`config.mk`:
```
export PLATFORM = sky130hd
export DESIGN_NAME = inst_encoder
export DESIGN_NICKNAME = d
export VERILOG_FILES = /design/src/rtl/inst_encoder.sv
export SDC_FILE = /design/constraint.sdc
export NUM_CORES = 1
export LEC_CHECK = 0
export ABC_AREA = 1
export CAP_MARGIN = 20
export CORE_MARGIN = 2
export CORE_UTILIZATION = 46
export DETAILED_ROUTE_END_ITERATION = 8
export PLACE_DENSITY = 0.77
export SYNTH_ARGS = -nofsm -noshare
export SYNTH_HDL_FRONTEND = slang
export SYNTH_SLANG_ARGS = --single-unit
export TNS_END_PERCENT = 50
```
`constraint.sdc`:
```
create_clock -name clk -period 2.32 [get_ports clk]
set_input_delay 0.696 -clock clk [delete_from_list [all_inputs] [get_ports clk]]
set_output_delay 0.696 -clock clk [all_outputs]
set_load 0.05 [all_outputs]
```
`src/rtl/inst_encoder.sv`:
```
// Instruction word encoder: packs R/I/J field sets into 32-bit words, flags illegal
// opcodes and buffers output words in a two-entry skid buffer.
module inst_encoder #(
    parameter int unsigned INST_BITS = 32
) (
    input  logic                 clk,
    input  logic                 rst,
    input  logic                 i_valid,
    output logic                 o_ready,
    input  logic [5:0]           i_opcode,
    input  logic [4:0]           i_dst,
    input  logic [4:0]           i_src0,
    input  logic [4:0]           i_src1,
    input  logic [15:0]          i_imm,
    input  logic [25:0]          i_addr,
    output logic [INST_BITS-1:0] o_inst,
    output logic                 o_inst_valid,
    input  logic                 i_inst_ready,
    output logic                 o_illegal,
    output logic [7:0]           o_illegal_cnt
);

    logic [INST_BITS-1:0] r_out;
    logic                 r_out_valid;
    logic [INST_BITS-1:0] r_skid;
    logic                 r_skid_valid;
    logic                 r_illegal;
    logic [7:0]           r_illegal_cnt;

    logic                 w_legal;
    logic [INST_BITS-1:0] w_word;
    logic                 w_accept;
    logic                 w_push;
    logic                 w_xfer;

    // Opcode map is sparse; each quadrant (opcode[5:4]) has its own legality rule.
    always_comb begin
        w_legal = 1'b0;
        case (i_opcode[5:4])
            2'b00:   w_legal = ~i_opcode[0];
            2'b01:   w_legal = ~i_opcode[3];
            2'b10:   w_legal = i_opcode[3] | ~i_opcode[0];
            2'b11:   w_legal = (i_opcode[3:1] == 3'b000);
            default: w_legal = 1'b0;
        endcase
    end

    always_comb begin
        w_word = '0;
        if (!i_opcode[5]) begin
            w_word = {i_opcode, i_dst, i_src0, i_src1, 11'b0};
        end else if (!i_opcode[4]) begin
            w_word = {i_opcode, i_dst, i_src0, i_imm};
        end else begin
            w_word = {i_opcode, i_addr};
        end
    end

    // Ready depends only on registered skid state, gated low while reset is held.
    assign o_ready  = !r_skid_valid && !rst;
    assign w_accept = i_valid && o_ready;
    assign w_push   = w_accept && w_legal;
    assign w_xfer   = r_out_valid && i_inst_ready;

    always_ff @(posedge clk) begin
        if (rst) begin
            r_out         <= '0;
            r_out_valid   <= 1'b0;
            r_skid        <= '0;
            r_skid_valid  <= 1'b0;
            r_illegal     <= 1'b0;
            r_illegal_cnt <= 8'd0;
        end else begin
            r_illegal <= w_accept && !w_legal;
            if (w_accept && !w_legal && (r_illegal_cnt != 8'hFF)) begin
                r_illegal_cnt <= r_illegal_cnt + 8'd1;
            end

            if (w_xfer) begin
                if (r_skid_valid) begin
                    r_out        <= r_skid;
                    r_skid_valid <= 1'b0;
                end else begin
                    r_out_valid <= 1'b0;
                end
            end

            // A push can only happen with the skid empty, so it never collides with
            // the skid-to-output move above.
            if (w_push) begin
                if ((!r_out_valid || w_xfer) && !r_skid_valid) begin
                    r_out       <= w_word;
                    r_out_valid <= 1'b1;
                end else begin
                    r_skid       <= w_word;
                    r_skid_valid <= 1'b1;
                end
            end
        end
    end

    assign o_inst        = r_out;
    assign o_inst_valid  = r_out_valid;
    assign o_illegal     = r_illegal;
    assign o_illegal_cnt = r_illegal_cnt;

endmodule
```
==> results.py, run 1 <==
metrics = {
    "layout": {
        "num_antenna_cells": 0,
        "fin_nets": 845,
        "fin_area_mm2": 0.005539,
        "utilization_pct": 64.14,
        "layoutNonFillerInstCount": 890,
        "drive_gt1_share_pct": 7.289,
        "nFillCells": 773,
        "syn_to_final_growth_pct": 36.89,
    },
    "route": {
        "met2_length_um": 5578,
        "routed-wl-met3_um": 690,
        "drtIter0Drc": 199,
        "drtPass1Iterations": 4,
        "ant_nets": 0,
        "wl_met1_um": 4681,
        "num_vias": 4496,
        "wl_um": 11200,
        "drcViolationCount": 0,
        "viasPerCell": 5.052,
        "wl_per_cell_um": 12.58,
        "top_layer_used": "met4",
    },
    "worst_setup_path": {
        "path_class": "reg -> out",
        "crit_cells": 1,
        "timing.rr.end": "o_illegal_cnt[3]$_SDFFE_PP0P_",
        "r2r_start": "o_illegal_cnt[0]$_SDFFE_PP0P_",
        "crit_slowest_cell": "clkdlybuf4s50_1",
        "cpLargestDelayFamily": "buffers and inverters",
        "crit_arrival_ns": 1.54,
        "critPathBufInv": 1,
        "reg2reg_depth": 7,
        "critPathRequiredTime_ns": 1.62,
        "crit_chain": "clkdlybuf4s50_1",
        "worstPathMaxFanout": 2,
        "r2r_slack_ns": 0.73,
        "slowest_delay_ns": 0.82,
        "critPathLaunchType": "flop",
        "end_kind": "primary output",
    },
    "placement": {
        "placedCellCount": 874,
        "dp_hpwl_um": 7857,
        "place_congestion": 0.8331,
        "port_buffers": 109,
        "dpl_cell_area_mm2": 0.005330,
    },
    "timing": {
        "worstMarginPinSlew_ns": 0.5226,
        "fin_crit_ns": 2.233,
        "fin_skew_ns": 0.008115,
        "finalMaxSlewViolations": 0,
        "rsz0062_at_grt": "no",
        "whs_ns": 0.5179,
        "min_period_over_period_pct": 96.27,
        "finalSetupViolations": 0,
        "fmax_mhz": 447.7,
        "maxSlewHeadroom_pct": 65.05,
        "finalHoldViolCount": 0,
    },
    "run_status": {
        "run_status": "completed",
    },
    "synth": {
        "synth_cell_types": 26,
        "synthesis.yosys.warnings": 0,
        "yosysSeqAreaShare_pct": 37.11,
        "syn_area_per_cell_um2": 6.057,
        "netlist.area_leader.share_pct": 37.11,
        "ys.flop_type": "dfxtp_1",
        "synth-edff-count": 0,
        "synth_fp_nets": 736,
        "yosysMostFrequentCell": "nand2_1",
        "synth_area_mm2": 0.004046,
        "ys_top_cells_by_count": "nand2_1, nor2_1, dfxtp_1",
        "async_reset_ff_share_pct": 0,
        "syn-instance-count": 668,
        "synth_top_area_cell": "dfxtp_1",
        "synth_seq_cells": 75,
        "yosys-top-cells-area": "dfxtp_1, nand2_1, nor2_1",
    },
    "floorplanning": {
        "rows": 34,
        "io_pins": 110,
        "initial_core_util_pct": 46.86,
        "core-area_mm2": 0.008636,
        "die-width_um": 97.79,
        "die_area_mm2": 0.009563,
        "die_h_um": 97.79,
    },
    "clock_network": {
        "cts_sinks": 75,
        "holdBufCountCts": 0,
        "cts_buffers": 9,
        "tritoncts": "done",
        "clockBufferDepth": 2,
        "cts.clk_slew.worst_paths_ns": 0.07,
        "clk_latency_ns": 0.36,
        "root_buffer": "clkbuf_8",
        "h-tree-depth": 3,
    },
    "job": {
        "drv_cap": 0,
    },
    "power": {
        "p_leak_nw": 2.568,
        "ir_worst_vdd_v": 0.0002795,
        "powerDensity_mw_per_mm2": 531.0,
    },
    "worst_hold_path": {
        "hp-start": "r_skid[25]$_SDFFE_PP0P_",
        "min_path_cells": 4,
        "hold-path-endpoint": "r_skid[25]$_SDFFE_PP0P_",
        "hold_path_class": "reg -> reg",
    },
    "grt": {
        "antenna_found_initial": 0,
        "grt.overflow.total": 0,
        "grt_pass1_vias": 4214,
        "grt_pass1_wl_um": 18930,
        "grt_max_degree": 52,
        "track_usage_pct": 23.94,
    },
}
==> kinds of logic (layout without fill, tap and decap cells) <==
logic type | Yosys count | after routing | synth area share [%]
compound gates | 89 | 89 | 11.38
xor+xnor | 5 | 5 | 1.082
flops | 75 | 75 | 37.11
buf+inv | 105 | 219 | 11.22
fa+ha+maj | 1 | 1 | 0.3092
simple gates | 393 | 393 | 38.90
==> report_power, final <==
| part | internal (mW) | total [mW] | leakage, nW | switching, mW |
|---|---|---|---|---|
| clock | 0.588 | 1.06 | 0.104 | 0.467 |
| sequential | 1.32 | 1.34 | 0.607 | 0.0186 |
| combinational | 0.243 | 0.550 | 1.86 | 0.307 |
| total | 2.15 | 2.94 | 2.57 | 0.793 |
==> layout by cell type, fill, tap and decap left out, drive strengths merged <==
master	count
clkbuf	15
or2	5
ha	1
nand3	39
o21ai	55
dfxtp	75
nor3b	1
clkdlybuf4s50	100
xnor2	1
xor2	4
bufinv	1
dlymetal6s2s	3
dlygate4sd2	4
nand4	2
nand2	252
inv	69
a21boi	1
a31oi	1
nor2	94
a21oi	32
buf	27
==> layout make-up <==
class                   count  area, µm²  area share (%)
clock buffers              15      176.4           3.185
repair buffers            134       1339           24.17
clock inverters             1      30.03          0.5421
multi-input cells         488       2098           37.88
well taps                 108      135.1           2.440
inverters                  69      259.0           4.676
flip-flops and latches     75       1501           27.11
==> routing by layer <==
metal  up-vias  track usage (%)
li1       2275                -
met1      2039            28.97
met2       161            42.02
met3        21            3.794
met4         0            10.58
met5         -                0
==> worst max-delay path by stage <==
stage | start | slack [ns] | end
floorplan | rst | 0.11 | o_ready
global placement | rst | 0.03 | o_illegal_cnt[1]$_SDFFE_PP0P_
detailed placement | i_opcode[5] | -0.04 | r_skid[20]$_SDFFE_PP0P_
CTS | o_illegal_cnt[6]$_SDFFE_PP0P_ | 0.01 | o_illegal_cnt[6]
global route | o_inst[18]$_SDFF_PP0_ | 0.04 | o_inst[18]
finish | o_inst[31]$_SDFF_PP0_ | 0.09 | o_inst[31]
==> per-stage QoR <==
step | power (mW) | setup TNS [ns] | worst slack (ns)
2_1_floorplan | 1.669 | 0 | 0.1052
3_3_place_gp | 1.907 | 0 | 0.02694
3_5_place_dp | 1.915 | -0.3151 | -0.04452
4_1_cts | 2.958 | 0 | 0.01495
5_1_grt | 3.067 | 0 | 0.04364
6_report | 2.941 | 0 | 0.08652
==> repair_timing <==
action | CTS | global route
cloned | 0 | 0
pin swaps | 0 | 0
gates resized for setup | 4 | 3
setup endpoints to repair | 4 | 3
buffers inserted | 0 | 0
==> registers in the layout (all words and copies together), names as in the netlist, named ones only <==
| name | cells |
|---|---|
| o_illegal | 1 |
| o_illegal_cnt | 8 |
| o_inst | 32 |
| r_skid | 32 |
| r_skid_valid | 1 |
Power figures use the tool's default switching activity.
==> inputs of run 2 (changes only) <==
--- a/config.mk
+++ b/config.mk
@@ -8,9 +8,8 @@
 export ABC_AREA = 1
 export CAP_MARGIN = 20
 export CORE_MARGIN = 2
-export CORE_UTILIZATION = 46
+export CORE_UTILIZATION = 30
 export DETAILED_ROUTE_END_ITERATION = 8
-export PLACE_DENSITY = 0.77
 export SYNTH_ARGS = -nofsm -noshare
 export SYNTH_HDL_FRONTEND = slang
 export SYNTH_SLANG_ARGS = --single-unit
==> run 2 against run 1 <==
Net effect:
- sequential power about the same
- clock power up 42%
- register-to-register slack gained 0.02 ns
- first-iteration DRC count grew 0.50%
- clock skew is 0.0021 ns lower
- count of clock-buffer cells in the layout decreased by 5
- worst setup slack got worse by 0.030 ns
- flip-flop and latch count unchanged
- sequential share of layout area decreased by 1.4 points
- die area up 51%
- global-route usage down 6.3 points
==> results.py, run 2 (synthesis results as in run 1) <==
metrics = {
    "grt": {
        "track_usage_pct": 17.68,
        "grt_max_degree": 30,
        "grt_pass1_vias": 4152,
        "antenna_found_initial": 0,
        "top_usage_layer": "met2",
        "grt_use_met2_pct": 28.37,
        "grt.overflow.total": 0,
        "use_met1_pct": 23.39,
        "met3_usage_pct": 3.279,
        "grt_pass1_wl_um": 20380,
    },
    "layout": {
        "num_antenna_cells": 0,
        "fin_area_mm2": 0.005843,
        "final_cell_mix": "nand2_1, clkdlybuf4s50_1, nor2_1, dfxtp_1, inv_1",
        "syn_to_final_growth_pct": 44.40,
        "drive_gt1_share_pct": 8.597,
        "fin_nets": 854,
        "utilization_pct": 44.30,
        "layout_commonest_cell": "nand2_1",
    },
    "worst_setup_path": {
        "path_class": "reg -> out",
        "cpLargestDelayFamily": "buffers and inverters",
        "crit_slowest_cell": "clkdlybuf4s50_1",
        "crit_chain": "clkdlybuf4s50_1",
        "endpoint": "o_illegal_cnt[6]",
        "crit_cells": 1,
        "end_kind": "primary output",
        "critPathBufInv": 1,
        "critical_path.startpoint": "o_illegal_cnt[6]$_SDFFE_PP0P_",
        "worstPathMaxFanout": 5,
        "r2r_start": "o_illegal_cnt[0]$_SDFFE_PP0P_",
        "slowest_delay_ns": 0.83,
        "r2r_slack_ns": 0.75,
        "timing.rr.end": "o_illegal_cnt[5]$_SDFFE_PP0P_",
        "reg2reg_depth": 8,
        "critPathLaunchType": "flop",
        "critPathRequiredTime_ns": 1.62,
        "crit_arrival_ns": 1.57,
    },
    "clock_network": {
        "cts.clk_slew.worst_paths_ns": 0.06,
        "clk_latency_ns": 0.34,
        "clockBufferDepth": 2,
        "cts_buffers": 9,
        "cts_sinks": 75,
        "root_buffer": "clkbuf_16",
        "tritoncts": "done",
        "h-tree-depth": 3,
    },
    "floorplanning": {
        "rows": 42,
        "initial_core_util_pct": 30.68,
        "die_area_mm2": 0.01443,
        "io_pins": 110,
        "die-width_um": 120.1,
        "core-area_mm2": 0.01319,
        "die_h_um": 120.1,
    },
    "timing": {
        "rsz0062_at_grt": "no",
        "finalHoldViolCount": 0,
        "worstMarginPinSlew_ns": 0.5292,
        "fin_crit_ns": 2.263,
        "fmax_mhz": 441.8,
        "fin_ws_ns": 0.05673,
        "finalSetupViolations": 0,
        "finalMaxSlewViolations": 0,
        "maxSlewHeadroom_pct": 64.61,
        "min_period_over_period_pct": 97.55,
        "fin_skew_ns": 0.006061,
    },
    "placement": {
        "dp_hpwl_um": 8443,
        "port_buffers": 109,
        "dpl_cell_area_mm2": 0.005520,
        "place_congestion": 0.8180,
        "post-place-ws_ns": -0.04215,
    },
    "route": {
        "wl_um": 11860,
        "num_vias": 4260,
        "drcViolationCount": 0,
        "viasPerCell": 4.405,
        "drtIter0Drc": 200,
        "ant_nets": 0,
        "drtPass1Iterations": 4,
        "wl_per_cell_um": 12.26,
    },
    "job": {
        "drv_cap": 0,
    },
    "power": {
        "p_leak_nw": 2.665,
        "powerDensity_mw_per_mm2": 583.8,
        "ir_worst_vdd_v": 0.0003067,
    },
    "run_status": {
        "run_status": "completed",
    },
    "worst_hold_path": {
        "hold_path_class": "reg -> reg",
    },
}
-- run 2: changes by cell type in the layout (fill, tap and decap cells not counted), sizes merged --
cell	delta
buf	+9
clkbuf	-5
clkdlybuf4s50	+2
clkinvlp	+2
dlygate4sd2	-2
bufinv	+1
clkinv	+1
inv	+1
-- run 2: cell type report --
type	instances	area [µm²]
fill	1372	7347
multi-input combinational	488	2098
sequential	75	1501
timing repair buffer	143	1446
inverter	69	259.0
clock buffer	10	229.0
tap	176	220.2
clock inverter	6	88.84
-- run 2: how the worst min path moves through the flow --
stage	from	end	slack (ns)	cells past startpoint
final	r_skid[0]$_SDFFE_PP0P_	r_skid[0]$_SDFFE_PP0P_	0.51	4
after global routing	r_skid[20]$_SDFFE_PP0P_	r_skid[20]$_SDFFE_PP0P_	0.54	4
after CTS	r_skid[20]$_SDFFE_PP0P_	r_skid[20]$_SDFFE_PP0P_	0.51	4
after detailed placement	r_skid[20]$_SDFFE_PP0P_	r_skid[20]$_SDFFE_PP0P_	0.50	4
after global placement	r_skid[31]$_SDFFE_PP0P_	r_skid[31]$_SDFFE_PP0P_	0.50	4
after floorplan	r_skid[16]$_SDFFE_PP0P_	r_skid[16]$_SDFFE_PP0P_	0.49	4
-- run 2: per-stage QoR --
stage | instances | hold slack, ns | power (mW) | TNS (ns)
after CTS | 967 | 0.5093 | 3.441 | 0
after floorplan | 668 | 0.4872 | 1.669 | 0
after global placement | 951 | 0.4998 | 1.937 | -0.03320
final | 967 | 0.5125 | 3.411 | 0
after detailed placement | 951 | 0.4976 | 1.938 | -0.7740
after global routing | 967 | 0.5391 | 3.546 | 0
-- run 2: worst register-to-register path, stage by stage, from the launching register on --
cell	delay, ns
dfxtp_1	0.43
ha_1	0.25
inv_1	0.05
nor2_1	0.17
nand2_1	0.13
nand4_1	0.10
buf_4	0.17
nand2_1	0.06
a21oi_1	0.14
-- run 2: repair_timing --
action | 4_1_cts | 5_1_grt
endpoints found under the hold margin | 0 | 0
hold buffers | 0 | 0
setup buffers | 0 | 0
resized for setup | 2 | 3
setup endpoints to repair | 2 | 3
-- run 2: power by group --
group / internal (mW) / switching [mW] / total, mW
Sequential: 1.32 / 0.0181 / 1.34
Clock: 0.944 / 0.560 / 1.50
Combinational: 0.254 / 0.316 / 0.571
Total: 2.52 / 0.895 / 3.41
-- run 2: metal layers --
layer	vias to the layer above	routed length, µm
li1	2289	-
met1	1851	5725
met2	104	5225
met3	16	676
met4	0	229
met5	-	0
==> inputs of run 3 (changes only) <==
--- a/config.mk
+++ b/config.mk
@@ -10,6 +10,7 @@
 export CORE_MARGIN = 2
 export CORE_UTILIZATION = 30
 export DETAILED_ROUTE_END_ITERATION = 8
+export SKIP_LAST_GASP = 1
 export SYNTH_ARGS = -nofsm -noshare
 export SYNTH_HDL_FRONTEND = slang
 export SYNTH_SLANG_ARGS = --single-unit
==> run 3 against run 2 <==
Net effect:
- die area unchanged
- register-to-register slack barely moved
- final area hardly changed
- global-route usage is the same
- critical path depth is the same
- clock skew hardly changed
- combinational power barely moved
- routed wire length decreased by 0.40%
- sequential power is essentially flat
- via count is essentially flat
- maximum frequency is 0.69% lower
- clock power about the same
- largest power group unchanged
==> results.py, run 3 (synthesis results as in run 1) <==
metrics = {
    "worst_setup_path": {
        "end_kind": "primary output",
        "critPathRequiredTime_ns": 1.62,
        "critPathLaunchType": "flop",
        "reg2reg_depth": 8,
        "critPathBufInv": 1,
        "slowest_delay_ns": 0.83,
        "crit_slowest_cell": "clkdlybuf4s50_1",
        "crit_arrival_ns": 1.58,
        "cpLargestDelayFamily": "buffers and inverters",
        "crit_cells": 1,
        "path_class": "reg -> out",
        "worstPathMaxFanout": 5,
        "crit_chain": "clkdlybuf4s50_1",
    },
    "grt": {
        "grt_pass1_wl_um": 20380,
        "grt_max_degree": 30,
        "antenna_found_initial": 0,
        "grt_pass1_vias": 4152,
        "track_usage_pct": 17.68,
        "grt.overflow.total": 0,
    },
    "timing": {
        "worstMarginPinSlew_ns": 0.5293,
        "maxSlewHeadroom_pct": 64.60,
        "finalHoldViolCount": 0,
        "fin_crit_ns": 2.279,
        "finalSetupViolations": 0,
        "min_period_over_period_pct": 98.23,
        "fmax_mhz": 438.8,
        "fin_skew_ns": 0.005816,
        "rsz0062_at_grt": "yes",
        "finalMaxSlewViolations": 0,
        "whs_ns": 0.5121,
    },
    "clock_network": {
        "clockBufferDepth": 2,
        "root_buffer": "clkbuf_16",
        "cts_sinks": 75,
        "clk_latency_ns": 0.34,
        "cts_buffers": 9,
        "h-tree-depth": 3,
        "post_cts_buffers": 0,
        "cts.clk_slew.worst_paths_ns": 0.06,
        "tritoncts": "done",
    },
    "route": {
        "wl_per_cell_um": 12.21,
        "wl_um": 11810,
        "drcViolationCount": 0,
        "drtIter0Drc": 208,
        "routed-wl-met3_um": 700,
        "wl_met1_um": 5657,
        "ant_nets": 0,
        "num_vias": 4264,
        "met2_length_um": 5222,
        "top_layer_used": "met4",
        "drtPass1Iterations": 4,
        "viasPerCell": 4.410,
    },
    "power": {
        "powerDensity_mw_per_mm2": 583.5,
        "swShare_pct": 26.17,
        "p_leak_nw": 2.642,
        "seq_power_share_pct": 39.2,
        "power.internal_mw": 2.517,
        "p_sw_mw": 0.8920,
        "power_frac_comb_pct": 16.7,
        "ir_worst_vdd_v": 0.0003069,
        "p_clk_share_pct": 44.1,
    },
    "layout": {
        "drive_gt1_share_pct": 8.597,
        "syn_to_final_growth_pct": 44.37,
        "final_cell_mix": "nand2_1, clkdlybuf4s50_1, nor2_1, dfxtp_1, inv_1",
        "layout_commonest_cell": "nand2_1",
        "nFillCells": 1372,
        "num_antenna_cells": 0,
        "fin_nets": 854,
        "fin_area_mm2": 0.005842,
    },
    "floorplanning": {
        "initial_core_util_pct": 30.68,
        "die_area_mm2": 0.01443,
        "io_pins": 110,
        "die-width_um": 120.1,
        "rows": 42,
        "core-area_mm2": 0.01319,
        "die_h_um": 120.1,
    },
    "placement": {
        "dpl_cell_area_mm2": 0.005520,
        "port_buffers": 109,
        "dp_hpwl_um": 8443,
        "place_congestion": 0.8180,
    },
    "worst_hold_path": {
        "hold_path_class": "reg -> reg",
        "min_path_cells": 4,
    },
    "job": {
        "drv_cap": 0,
    },
    "run_status": {
        "run_status": "completed",
    },
}
## run 3: routing by layer
layer / vias up / GRT usage [%]
met2: 108 / 28.37
li1: 2288 / -
met3: 16 / 3.279
met1: 1852 / 23.39
met4: 0 / 7.059
met5: - / 0
## run 3: final timing paths
| kind | start | endpoint | slack, ns |
|---|---|---|---|
| setup / recovery | o_illegal_cnt[3]$_SDFFE_PP0P_ | o_illegal_cnt[3] | 0.04 |
| hold / removal | r_skid[20]$_SDFFE_PP0P_ | r_skid[20]$_SDFFE_PP0P_ | 0.51 |
| setup reg to reg | o_illegal_cnt[0]$_SDFFE_PP0P_ | o_illegal_cnt[5]$_SDFFE_PP0P_ | 0.75 |
| hold reg to reg | r_skid[20]$_SDFFE_PP0P_ | r_skid[20]$_SDFFE_PP0P_ | 0.51 |
## run 3: layout make-up
class                           count  area (µm²)  share of cell area (%)
Inverter                           69       259.0                   4.433
Timing Repair Buffer              143        1445                   24.74
Clock buffer                       10       229.0                   3.919
Sequential cell                    75        1501                   25.70
Tap cell                          176       220.2                   3.770
Clock inverter                      6       88.84                   1.521
Multi-Input combinational cell    488        2098                   35.92
## run 3: repair_timing
| item | CTS | global route |
|---|---|---|
| hold buffers | 0 | 0 |
| endpoints found under the setup margin | 2 | 4 |
| resized for setup | 1 | 2 |
## run 3: power by group through the flow
stage	clock, mW	sequential, mW	combinational, mW
3_5_place_dp	0	1.37	0.573
5_1_grt	1.57	1.34	0.632
6_report	1.50	1.34	0.570
4_1_cts	1.53	1.34	0.575
2_1_floorplan	0	1.46	0.211
3_3_place_gp	0	1.37	0.571
## run 3: worst min-delay path, cell delays in order (launching register included)
cell	delay, ns
dfxtp_1	0.31
inv_1	0.04
nand2_1	0.04
inv_1	0.04
nor2_1	0.03
## run 3: per-stage QoR
stage                     setup slack [ns]  std cells  util (%)  setup TNS, ns  total power, mW
after floorplan                     0.1052        668         -              0            1.669
after global placement            -0.01051        951     41.85       -0.03320            1.937
after detailed placement          -0.04215        951     41.85        -0.7740            1.938
after CTS                       -0.0003391        967     44.25     -0.0003391            3.441
after global routing              -0.01129        967     44.29       -0.01556            3.546
final                              0.04108        967     44.29              0            3.409
